File: src/rtl/exec_alu_pkg.sv
// Shared encodings for the RV32I execute stage: ALU opcodes, writeback and next-PC selects.
package exec_alu_pkg;

    localparam int ALU_OP_LEN = 4;
    localparam int WB_SEL_LEN = 2;
    localparam int PC_SEL_LEN = 2;

    typedef logic [ALU_OP_LEN-1:0] alu_op_t;
    typedef logic [WB_SEL_LEN-1:0] wb_sel_t;
    typedef logic [PC_SEL_LEN-1:0] pc_sel_t;

    localparam alu_op_t ALU_ADD   = 4'b0000;
    localparam alu_op_t ALU_SUB   = 4'b0001;
    localparam alu_op_t ALU_AND   = 4'b0010;
    localparam alu_op_t ALU_OR    = 4'b0011;
    localparam alu_op_t ALU_XOR   = 4'b0100;
    localparam alu_op_t ALU_SLL   = 4'b0101;
    localparam alu_op_t ALU_SRL   = 4'b0110;
    localparam alu_op_t ALU_SRA   = 4'b0111;
    localparam alu_op_t ALU_SLT   = 4'b1000;
    localparam alu_op_t ALU_SLTU  = 4'b1001;
    localparam alu_op_t ALU_PASSB = 4'b1010;

    localparam wb_sel_t WB_ALU    = 2'b00;
    localparam wb_sel_t WB_MEM    = 2'b01;
    localparam wb_sel_t WB_PCPLUS = 2'b10;
    localparam wb_sel_t WB_PCBR   = 2'b11;

    // Code 2'b11 is deliberately unnamed: it falls through to RESET_PC.
    localparam pc_sel_t PC_PLUS   = 2'b00;
    localparam pc_sel_t PC_BRANCH = 2'b01;
    localparam pc_sel_t PC_JALR   = 2'b10;

    localparam logic [31:0] RESET_PC = 32'h8000_0000;

endpackage

File: src/rtl/exec_key_mux.sv
// Generic key/value selector: returns the value paired with the matching key, else default_value.
module exec_key_mux #(
    parameter int NR_KEY   = 2,
    parameter int KEY_LEN  = 1,
    parameter int DATA_LEN = 32
) (
    input  logic [KEY_LEN-1:0]                    key,
    input  logic [DATA_LEN-1:0]                   default_value,
    input  logic [NR_KEY*(KEY_LEN+DATA_LEN)-1:0]  lut,
    output logic [DATA_LEN-1:0]                   data_out
);

    localparam int PAIR_LEN = KEY_LEN + DATA_LEN;

    // Each lut entry is packed as {key, value}; entry 0 sits in the low bits.
    always_comb begin
        data_out = default_value;
        for (int i = 0; i < NR_KEY; i++) begin
            if (lut[i*PAIR_LEN+DATA_LEN +: KEY_LEN] == key) begin
                data_out = lut[i*PAIR_LEN +: DATA_LEN];
            end
        end
    end

endmodule

File: src/rtl/exec_alu_stage.sv
// Registered execute stage: operand-B select, 32-bit ALU, writeback select and next-PC select.
// Define EXEC_ALU_FLAGS_EN to add registered carry/overflow/negative outputs.
module exec_alu_stage
    import exec_alu_pkg::*;
#(
    parameter int                  DATA_LEN = 32,
    parameter int                  ADDR_LEN = 32,
    parameter logic [ADDR_LEN-1:0] RESET_PC = exec_alu_pkg::RESET_PC
) (
    input  logic                  clk,
    input  logic                  rst,
    input  logic                  in_valid,
    input  logic [DATA_LEN-1:0]   reg_data1,
    input  logic [DATA_LEN-1:0]   reg_data2,
    input  logic [DATA_LEN-1:0]   imm,
    input  logic                  alu_src,
    input  logic [3:0]            alu_control,
    input  logic [1:0]            mem_to_reg,
    input  logic [DATA_LEN-1:0]   read_data,
    input  logic [ADDR_LEN-1:0]   pc_plus,
    input  logic [ADDR_LEN-1:0]   pc_branch,
    input  logic [1:0]            pc_src,
    output logic                  out_valid,
    output logic [DATA_LEN-1:0]   alu_result,
    output logic                  zero,
    output logic [DATA_LEN-1:0]   wb_data,
    output logic [ADDR_LEN-1:0]   pc_next
`ifdef EXEC_ALU_FLAGS_EN
    ,
    output logic                  carry,
    output logic                  overflow,
    output logic                  negative
`endif
);

    localparam int SHAMT_LEN = $clog2(DATA_LEN);
    localparam int MSB       = DATA_LEN - 1;

    logic [DATA_LEN-1:0]  src_b;
    logic [DATA_LEN-1:0]  alu_comb;
    logic                 zero_comb;
    logic [DATA_LEN-1:0]  wb_comb;
    logic [ADDR_LEN-1:0]  pc_comb;
    logic [ADDR_LEN-1:0]  jalr_target;
    logic [SHAMT_LEN-1:0] shamt;

    exec_key_mux #(
        .NR_KEY   (2),
        .KEY_LEN  (1),
        .DATA_LEN (DATA_LEN)
    ) u_src_b_mux (
        .key           (alu_src),
        .default_value ('0),
        .lut           ({1'b1, imm, 1'b0, reg_data2}),
        .data_out      (src_b)
    );

    assign shamt = src_b[SHAMT_LEN-1:0];

    always_comb begin
        alu_comb = '0;
        case (alu_control)
            ALU_ADD:   alu_comb = reg_data1 + src_b;
            ALU_SUB:   alu_comb = reg_data1 - src_b;
            ALU_AND:   alu_comb = reg_data1 & src_b;
            ALU_OR:    alu_comb = reg_data1 | src_b;
            ALU_XOR:   alu_comb = reg_data1 ^ src_b;
            ALU_SLL:   alu_comb = reg_data1 << shamt;
            ALU_SRL:   alu_comb = reg_data1 >> shamt;
            ALU_SRA:   alu_comb = $signed(reg_data1) >>> shamt;
            ALU_SLT:   alu_comb = {{(DATA_LEN-1){1'b0}}, $signed(reg_data1) < $signed(src_b)};
            ALU_SLTU:  alu_comb = {{(DATA_LEN-1){1'b0}}, reg_data1 < src_b};
            ALU_PASSB: alu_comb = src_b;
            default:   alu_comb = '0;
        endcase
    end

    assign zero_comb = (alu_comb == '0);

    // Writeback select is fully decoded, so the default value never propagates.
    exec_key_mux #(
        .NR_KEY   (4),
        .KEY_LEN  (2),
        .DATA_LEN (DATA_LEN)
    ) u_wb_mux (
        .key           (mem_to_reg),
        .default_value ('0),
        .lut           ({WB_PCBR,   DATA_LEN'(pc_branch),
                         WB_PCPLUS, DATA_LEN'(pc_plus),
                         WB_MEM,    read_data,
                         WB_ALU,    alu_comb}),
        .data_out      (wb_comb)
    );

    assign jalr_target = ADDR_LEN'(alu_comb) & ~ADDR_LEN'(1);

    exec_key_mux #(
        .NR_KEY   (3),
        .KEY_LEN  (2),
        .DATA_LEN (ADDR_LEN)
    ) u_pc_mux (
        .key           (pc_src),
        .default_value (RESET_PC),
        .lut           ({PC_JALR,   jalr_target,
                         PC_BRANCH, pc_branch,
                         PC_PLUS,   pc_plus}),
        .data_out      (pc_comb)
    );

`ifdef EXEC_ALU_FLAGS_EN
    logic [DATA_LEN:0] add_ext;
    logic [DATA_LEN:0] sub_ext;
    logic              carry_comb;
    logic              overflow_comb;

    // SUB carry is computed as A + ~B + 1, so its carry-out is the inverted borrow.
    always_comb begin
        add_ext       = {1'b0, reg_data1} + {1'b0, src_b};
        sub_ext       = {1'b0, reg_data1} + {1'b0, ~src_b} + {{DATA_LEN{1'b0}}, 1'b1};
        carry_comb    = 1'b0;
        overflow_comb = 1'b0;
        case (alu_control)
            ALU_ADD: begin
                carry_comb    = add_ext[DATA_LEN];
                overflow_comb = (reg_data1[MSB] == src_b[MSB]) && (add_ext[MSB] != reg_data1[MSB]);
            end
            ALU_SUB: begin
                carry_comb    = sub_ext[DATA_LEN];
                overflow_comb = (reg_data1[MSB] != src_b[MSB]) && (sub_ext[MSB] != reg_data1[MSB]);
            end
            default: begin
                carry_comb    = 1'b0;
                overflow_comb = 1'b0;
            end
        endcase
    end

    always_ff @(posedge clk or negedge rst) begin
        if (!rst) begin
            carry    <= 1'b0;
            overflow <= 1'b0;
            negative <= 1'b0;
        end else begin
            carry    <= carry_comb;
            overflow <= overflow_comb;
            negative <= alu_comb[MSB];
        end
    end
`endif

    // Datapath registers load every cycle; in_valid only qualifies the result.
    always_ff @(posedge clk or negedge rst) begin
        if (!rst) begin
            out_valid  <= 1'b0;
            alu_result <= '0;
            zero       <= 1'b0;
            wb_data    <= '0;
            pc_next    <= RESET_PC;
        end else begin
            out_valid  <= in_valid;
            alu_result <= alu_comb;
            zero       <= zero_comb;
            wb_data    <= wb_comb;
            pc_next    <= pc_comb;
        end
    end

endmodule

File: config.mk
export PLATFORM = sky130hd
export DESIGN_NAME = exec_alu_stage
export DESIGN_NICKNAME = d
export VERILOG_FILES = /design/src/rtl/exec_alu_pkg.sv /design/src/rtl/exec_key_mux.sv /design/src/rtl/exec_alu_stage.sv
export SDC_FILE = /design/constraint.sdc
export NUM_CORES = 1
export LEC_CHECK = 0
export BUFFER_PORTS_ARGS = -buffer_cell sky130_fd_sc_hd__buf_4
export CAP_MARGIN = 25
export CORE_ASPECT_RATIO = 1.25
export CORE_MARGIN = 2
export CORE_UTILIZATION = 51
export CTS_CLUSTER_SIZE = 30
export DETAILED_ROUTE_END_ITERATION = 6
export PLACE_DENSITY = 0.75
export SLEW_MARGIN = 0
export SYNTH_ARGS = -nofsm -noshare
export SYNTH_HDL_FRONTEND = slang
export SYNTH_SLANG_ARGS = --single-unit
File: constraint.sdc
create_clock -name clk -period 0.8 [get_ports clk]
set_input_delay 0.04 -clock clk [delete_from_list [all_inputs] [get_ports clk]]
set_output_delay 0.04 -clock clk [all_outputs]
set_load 0.1 [all_outputs]
==> results of run 1 <==
[per-stage QoR]
| step | cells | setup TNS [ns] | setup WS [ns] | utilization, % | area (sq um) |
|---|---|---|---|---|---|
| floorplan | 1697 | -228.02 | -3.38 | - | 14700 |
| global placement | 2851 | -238.67 | -3.39 | 79.1 | 21700 |
| detailed placement | 2852 | -244.90 | -3.46 | 79.2 | 21800 |
| CTS | 2913 | -214.16 | -2.82 | 85.7 | 23500 |
[synthesized netlist by cell type (all sizes together) (22+ instances only)]
library cell | count | share of area, %
nand3 | 32 | 1.1
nand2 | 154 | 4.1
inv | 98 | 2.6
nor3 | 42 | 1.5
a21o | 24 | 1.3
ha | 101 | 8.9
o211ai | 22 | 1.2
o21ai | 113 | 4.0
nor2 | 125 | 3.3
mux2i | 120 | 8.8
mux4 | 86 | 14
o22ai | 34 | 1.5
clkbuf | 104 | 2.8
dfrtp | 97 | 17
buf | 39 | 1.3
a211oi | 27 | 1.4
a21oi | 128 | 4.6
a31oi | 22 | 0.97
[cell families after synthesis]
logic type / share of synthesized area (%)
compound gates: 27.9
simple gates: 14.9
buf+inv: 6.67
mux: 23.5
fa+ha+maj: 9.21
flops: 17.3
xor+xnor: 0.557
[routing by layer]
metal / global-route usage [%] / overflow
met1: 79.3 / 3
met2: 99.5 / 167
met3: 64.0 / 1
met4: 89.1 / 120
met5: 18.2 / 0
[what timing repair did]
action	in CTS
hold buffers	9
hold endpoints to repair	104
gates resized for setup	226
buffers inserted	34
cloned	2
endpoints found under the setup margin	194
pin swaps	45
==> flow_metrics.env, run 1 <==
export IMPL_start_util_pct=51.5
export IMPL_stop_stage="5_1_grt"
export IMPL_hpwlAfterDp_microns=64000
export IMPL_synth_main_ff_cell="dfrtp_1"
export IMPL_overflow=291
export IMPL_synth_async_sr_flop_share_pct=100
export IMPL_cts_buffer_depth=2
export IMPL_yosysSeqAreaShare_pct=17.3
export IMPL_ios=302
export IMPL_core_rowCount=68
export IMPL_crit_endpoint="zero$_DFF_PN0_/D"
export IMPL_place_congestion=1.21
export IMPL_avgSynthCellArea_sq_um=8.34
export IMPL_firstError="[ERROR GRT-0232] Routing congestion too high. Check the congestion heatmap in the GUI."
export IMPL_worst_ep_kind="register input"
export IMPL_grt_usage_pct=81.3
export IMPL_cts_buffers=9
export IMPL_synth_fp_nets=2004
export IMPL_synthCells=1697
export IMPL_htree_levels=3
export IMPL_grt_max_degree=42
export IMPL_cts_sinks=98
export IMPL_synth_edf_count=0
export IMPL_synth_seq_cells=98
export IMPL_port_buffers=301
export IMPL_cts_root_buf="clkbuf_16"
export IMPL_ys_types=88
export IMPL_ys_warn_count=0
export IMPL_die_w_microns=153
export IMPL_synth_area_sq_um=14200
export IMPL_die_h_microns=190
export IMPL_outcome="stopped before the end"
==> inputs of run 2 (changes only) <==
- CORE_ASPECT_RATIO: 1.25 -> not set
- CORE_UTILIZATION: 51 -> 36
- CTS_CLUSTER_SIZE: 30 -> not set
- PLACE_DENSITY: 0.75 -> not set
- PLACE_DENSITY_LB_ADDON: not set -> 0.15
==> run 2 against run 1 <==
The flow now finishes, with violations (negative hold slack, negative setup slack). Area after synthesis did not move. Synthesized cell count did not move.
==> flow_metrics.env, run 2 <==
export IMPL_outcome="complete, but fails checks"
export IMPL_violations="negative hold slack, negative setup slack"
export IMPL_dpl_instance_area_sq_um=22400
export IMPL_cts_buffer_depth=2
export IMPL_worst_slew_pin_transition_ns=0.810
export IMPL_via_count=19700
export IMPL_drt_iter0_markers=2135
export IMPL_cts_tree="done"
export IMPL_drive_gt1_share_pct=58.7
export IMPL_crit_type="in2reg"
export IMPL_syn2layout_area_growth_pct=84.4
export IMPL_p_sw_uw=18200
export IMPL_hpwlAfterDp_microns=68700
export IMPL_final_cell_mix="buf_4 (946), nand2_1 (138), nor2_1 (108)"
export IMPL_combPwrFrac_pct=71.9
export IMPL_powerDensity_nw_per_um2=1440
export IMPL_yosys_area_top_type_share_pct=17.1
export IMPL_synth_main_ff_cell="dfrtp_1"
export IMPL_period_needed_ns=3.69
export IMPL_rsz0062_at_grt="yes"
export IMPL_yosysTopAreaCell="dfrtp_1"
export IMPL_grt_max_degree=40
export IMPL_yosysSeqAreaShare_pct=17.3
export IMPL_grt_pass1_vias=19600
export IMPL_ys_types=88
export IMPL_critPathArrivalTime_ns=3.96
export IMPL_drcViolationCount=0
export IMPL_cts_buffers=9
export IMPL_start_kind="input pin"
export IMPL_crit_chain="buf_12, buf_16, buf_4, mux2i_4, inv_1, ha_1, a211oi_2, o21bai_1, a211o_1, nor2_2, nor2_2, a221oi_2, o211ai_1, nor4_4, buf_4, and4bb_1, or4b_4, nor4_2"
export IMPL_routed_wirelength_microns=87500
export IMPL_drt_pass1_iterations=6
export IMPL_grt_usage_pct=41.2
export IMPL_hold_end="pc_next[7]$_DFF_PN0_"
export IMPL_power_share_sequential_pct=16.1
export IMPL_yosysMostFrequentCell="nand2_1"
export IMPL_fillers=3169
export IMPL_p_int_uw=19500
export IMPL_ys_warn_count=0
export IMPL_synth_seq_cells=98
export IMPL_slew_headroom_pct=45.3
export IMPL_slowest_delay_ns=0.47
export IMPL_synthTopCellsByCount="nand2_1 (154), a21oi_1 (127), nor2_1 (125)"
export IMPL_antenna_left=0
export IMPL_place_congestion=1.02
export IMPL_finalSetupTns_ns=-224.93
export IMPL_path_clk_slew_ns=0.08
export IMPL_cp_top_family="compound AO/OA/AOI/OAI gates"
export IMPL_cts_root_buf="clkbuf_16"
export IMPL_cts_sinks=98
export IMPL_fin_util_pct=67.4
export IMPL_fin_ws_ns=-2.89
export IMPL_max_freq_mhz=271
export IMPL_wire_per_inst_microns=27.1
export IMPL_start_util_pct=36.5
export IMPL_synthCells=1697
export IMPL_synth_async_sr_flop_share_pct=100
export IMPL_viasPerCell=6.10
export IMPL_finalInstanceArea_sq_um=26100
export IMPL_setup_viol=194
export IMPL_port_buffers=301
export IMPL_drv_cap=0
export IMPL_ios=302
export IMPL_top_regs="alu_result x32, pc_next x32, wb_data x32"
export IMPL_worstSetupEndpointType="flip-flop"
export IMPL_crit_required_ns=1.07
export IMPL_synth_fp_nets=2004
export IMPL_sw_frac_of_total_pct=48.3
export IMPL_whs_ns=-0.00265
export IMPL_mostFrequentLayoutCell="buf_4"
export IMPL_pre_cts_slack_ns=-3.68
export IMPL_worstHoldStart="pc_plus[7]"
export IMPL_die_h_microns=202
export IMPL_grt_first_pass_wirelength_microns=127000
export IMPL_worst_path_buf_inv=5
export IMPL_dieArea_sq_um=40900
export IMPL_finalHoldViolations=1
export IMPL_avgSynthCellArea_sq_um=8.34
export IMPL_synth_area_sq_um=14200
export IMPL_path_max_fanout=9
export IMPL_overflow=0
export IMPL_core_rowCount=72
export IMPL_num_nets_final=3007
export IMPL_holdCritPathClass="in2reg"
export IMPL_fin_crit_sh_pct=462
export IMPL_p_leak_uw=0.0118
export IMPL_finalMaxSlewViolations=0
export IMPL_vdd_ir_drop_max_v=0.00107
export IMPL_antenna_found_initial=3
export IMPL_synthTopCellsByArea="dfrtp_1 (17%), mux4_2 (13%), ha_1 (8.9%)"
export IMPL_slowest_stage="or4b_4"
export IMPL_holdPathStages=3
export IMPL_htree_levels=3
export IMPL_synth_edf_count=0
export IMPL_die_w_microns=202
export IMPL_core_sq_um=38700
export IMPL_clockPowerShare_pct=12.0
[run 2: cell counts after synthesis]
Identical to the previous run, type by type.
[run 2: worst min-delay path: cells and delay by family]
family / cells / cell delay, ns
buf+inv: 1 / 0.09
compound gates: 1 / 0.12
mux: 1 / 0.06
[run 2: final cells by class]
class                      count  area (sq um)  share of cell area, %
antenna                        1          2.50                0.00958
clock buffer                   9           225                  0.863
clock inverter                 7          82.6                  0.316
inverter                      99           377                   1.44
multi-input combinational   1357         12600                   48.3
sequential                    98          2580                   9.87
tap                          518           648                   2.48
timing repair buffer        1135          9600                   36.8
[run 2: through the flow]
step	std cells	hold WS, ns	power (uW)
CTS	3204	-0.00381	36200
detailed placement	3079	-0.0620	28800
global route	3223	0.00322	38800
finish	3224	-0.00265	37700
floorplan	1697	-0.256	18600
global placement	3079	-0.0585	28700
[run 2: worst max path at each step]
stage / startpoint / to / slack (ns) / depth (start not counted)
4_1_cts: alu_src / zero$_DFF_PN0_ / -2.84 / 19
6_report: alu_src / zero$_DFF_PN0_ / -2.89 / 18
3_5_place_dp: alu_src / zero$_DFF_PN0_ / -3.68 / 15
5_1_grt: alu_src / zero$_DFF_PN0_ / -3.02 / 18
3_3_place_gp: alu_src / zero$_DFF_PN0_ / -3.70 / 15
2_1_floorplan: alu_src / zero$_DFF_PN0_ / -3.38 / 20
[run 2: power groups by stage]
| stage | Combinational, uW | Clock (uW) | Sequential (uW) |
|---|---|---|---|
| after floorplan | 7490 | 0 | 11100 |
| after global placement | 22700 | 0 | 6060 |
| after detailed placement | 22800 | 0 | 6080 |
| after CTS | 25600 | 4580 | 6010 |
| after global routing | 28000 | 4750 | 6120 |
| final | 27100 | 4530 | 6070 |
[run 2: metal layers]
metal / vias to the layer above / track usage [%] / share of wire, %
li1: 8497 / - / -
met1: 9711 / 54.1 / 40
met2: 1199 / 67.0 / 46
met3: 244 / 5.39 / 8.8
met4: 2 / 20.0 / 5.7
met5: - / 0 / 0.019
[run 2: timing repair]
action | in CTS | in global routing
endpoints found under the hold margin | 124 | 0
setup buffers | 68 | 23
setup endpoints to repair | 194 | 194
pin swaps | 69 | 42
hold buffers | 48 | 0
cloned | 2 | 0
gates resized for setup | 357 | 140
[run 2: logic make-up (layout without fill, tap and decap cells)]
kind of cell	count (synthesis)	after routing	share of synthesized area (%)
XOR/XNOR	9	9	0.557
other	0	1	0
buffers and inverters	242	1250	6.67
multiplexers	218	218	23.5
adder cells (fa/ha/maj)	103	103	9.21
AO/OA/AOI/OAI	578	578	27.9
flip-flops	98	98	17.3
AND/OR/NAND/NOR	449	449	14.9
No activity file was read; power rests on OpenSTA's default activity.
==> inputs of run 3 (changes only) <==
- CTS_BUF_LIST: not set -> sky130_fd_sc_hd__clkbuf_8
==> run 3 against run 2 <==
The flow still finishes with violations (negative hold slack, negative setup slack). Hold slack got worse by 0.029 ns. First-iteration DRC count fell by 3.2%. Core utilization grew 3.1 points. Via count rose by 3.9%. Clock-buffer cell count did not move. Power is 1.3% higher. Combinational power up 6%. Cell count is 1.9% higher.
==> flow_metrics.env, run 3 (synthesis results as in run 2) <==
export IMPL_antenna_found_initial=3
export IMPL_drt_iter0_markers=2066
export IMPL_worst_slew_pin_transition_ns=0.837
export IMPL_start_kind="input pin"
export IMPL_place_congestion=1.02
export IMPL_top_regs="alu_result x32, pc_next x32, wb_data x32"
export IMPL_core_rowCount=72
export IMPL_finalSetupTns_ns=-229.19
export IMPL_powerDensity_nw_per_um2=1400
export IMPL_whs_ns=-0.0320
export IMPL_grt_max_degree=40
export IMPL_drcViolationCount=0
export IMPL_path_max_fanout=7
export IMPL_clockPowerShare_pct=9.2
export IMPL_drive_gt1_share_pct=61.4
export IMPL_syn2layout_area_growth_pct=92.8
export IMPL_core_sq_um=38700
export IMPL_port_buffers=301
export IMPL_finalHoldViolations=18
export IMPL_viasPerCell=6.22
export IMPL_cts_sinks=98
export IMPL_combPwrFrac_pct=74.8
export IMPL_die_h_microns=202
export IMPL_drt_pass1_iterations=5
export IMPL_htree_levels=3
export IMPL_mostFrequentLayoutCell="buf_4"
export IMPL_critPathArrivalTime_ns=4.06
export IMPL_power_share_sequential_pct=16.0
export IMPL_p_sw_uw=18900
export IMPL_num_nets_final=3068
export IMPL_setup_viol=194
export IMPL_final_cell_mix="buf_4 (944), nand2_1 (129), buf_6 (128)"
export IMPL_path_clk_slew_ns=0.11
export IMPL_p_leak_uw=0.0122
export IMPL_cts_root_buf="clkbuf_8"
export IMPL_dieArea_sq_um=40900
export IMPL_wire_per_inst_microns=27.8
export IMPL_violations="negative hold slack, negative setup slack"
export IMPL_grt_pass1_vias=19700
export IMPL_via_count=20400
export IMPL_ios=302
export IMPL_antenna_left=0
export IMPL_start_util_pct=36.5
export IMPL_max_freq_mhz=267
export IMPL_sw_frac_of_total_pct=49.3
export IMPL_vdd_ir_drop_max_v=0.00100
export IMPL_cts_buffer_depth=2
export IMPL_crit_type="in2reg"
export IMPL_cts_buffers=9
export IMPL_period_needed_ns=3.75
export IMPL_finalPower_uw=38200
export IMPL_die_w_microns=202
export IMPL_outcome="complete, but fails checks"
export IMPL_crit_required_ns=1.11
export IMPL_holdCritPathClass="in2reg"
export IMPL_finalMaxSlewViolations=0
export IMPL_routed_wirelength_microns=91400
export IMPL_fin_crit_sh_pct=469
export IMPL_drv_cap=0
export IMPL_p_int_uw=19400
export IMPL_grt_usage_pct=41.3
export IMPL_slew_headroom_pct=43.4
export IMPL_hpwlAfterDp_microns=68700
export IMPL_grt_first_pass_wirelength_microns=127000
export IMPL_worstSetupEndpointType="flip-flop"
export IMPL_cts_tree="done"
export IMPL_rsz0062_at_grt="yes"
export IMPL_fin_ws_ns=-2.95
export IMPL_overflow=0
run 3: changes by cell type in the layout (fill, tap and decap cells not counted), moves of 9 or more:
cell | before | now
buf_6 | 88 | 128
clkbuf_8 | 0 | 9
dlygate4sd3_1 | 48 | 65
ha_1 | 75 | 64
nand2_1 | 138 | 129
o21ai_1 | 42 | 29
o21ai_2 | 11 | 22
run 3: final timing paths:
path                               start  cells after the start                    end  slack, ns
worst max-delay path             alu_src                     17         zero$_DFF_PN0_      -2.95
worst min-delay path       read_data[16]                      2  wb_data[16]$_DFF_PN0_      -0.03
max in group asynchronous            rst                      3   wb_data[4]$_DFF_PN0_       0.18
min in group asynchronous            rst                      2  wb_data[19]$_DFF_PN0_       0.08
run 3: power by group through the flow:
stage	logic, uW	registers (uW)	clock network (uW)
finish	28600	6120	3510
CTS	25100	6020	3470
floorplan	7490	11100	0
global placement	22700	6060	0
global route	29400	6160	3700
detailed placement	22800	6080	0
run 3: what timing repair did:
item | 4_1_cts | 5_1_grt
buffers inserted | 54 | 93
endpoints found under the hold margin | 159 | 25
hold buffers | 64 | 1
gates resized for setup | 304 | 360
setup endpoints to repair | 194 | 194
pin swaps | 62 | 96
cloned | 2 | 1
run 3: layout make-up:
class	count	area (sq um)
Sequential cell	98	2580
Timing Repair Buffer	1196	10300
Multi-Input combinational cell	1357	13100
Clock buffer	9	124
Inverter	99	387
Clock inverter	7	82.6
Tap cell	518	648
Fill cell	2973	11400
Antenna cell	1	2.50
run 3: critical path, cell delays in order:
cell and delay, ns:
buf_16 0.14, clkbuf_16 0.17, mux2i_1 0.12, buf_4 0.15, ha_2 0.40, nor2b_1 0.08, o21ai_0 0.36, nand3_2 0.20
a221oi_1 0.34, o21a_1 0.27, o221a_2 0.27, o2111ai_2 0.14, nor4_2 0.35, buf_4 0.19, and4bb_1 0.19, or4b_4 0.47
nor4_2 0.15
run 3: through the flow:
stage	utilization (%)	worst slack (ns)	instances	instance area, sq um
2_1_floorplan	-	-3.38	1697	14700
3_3_place_gp	57.9	-3.70	3079	22400
3_5_place_dp	57.9	-3.68	3079	22400
4_1_cts	64.8	-2.79	3209	25100
5_1_grt	70.4	-3.01	3284	27300
6_report	70.5	-2.95	3285	27300
run 3: metal layers:
metal	vias to the layer above	routed length [microns]	global-route usage (%)
li1	8626	-	-
met1	10000	35300	54.0
met2	1440	41200	67.2
met3	345	8890	5.47
met4	0	5990	20.5
met5	-	0	0
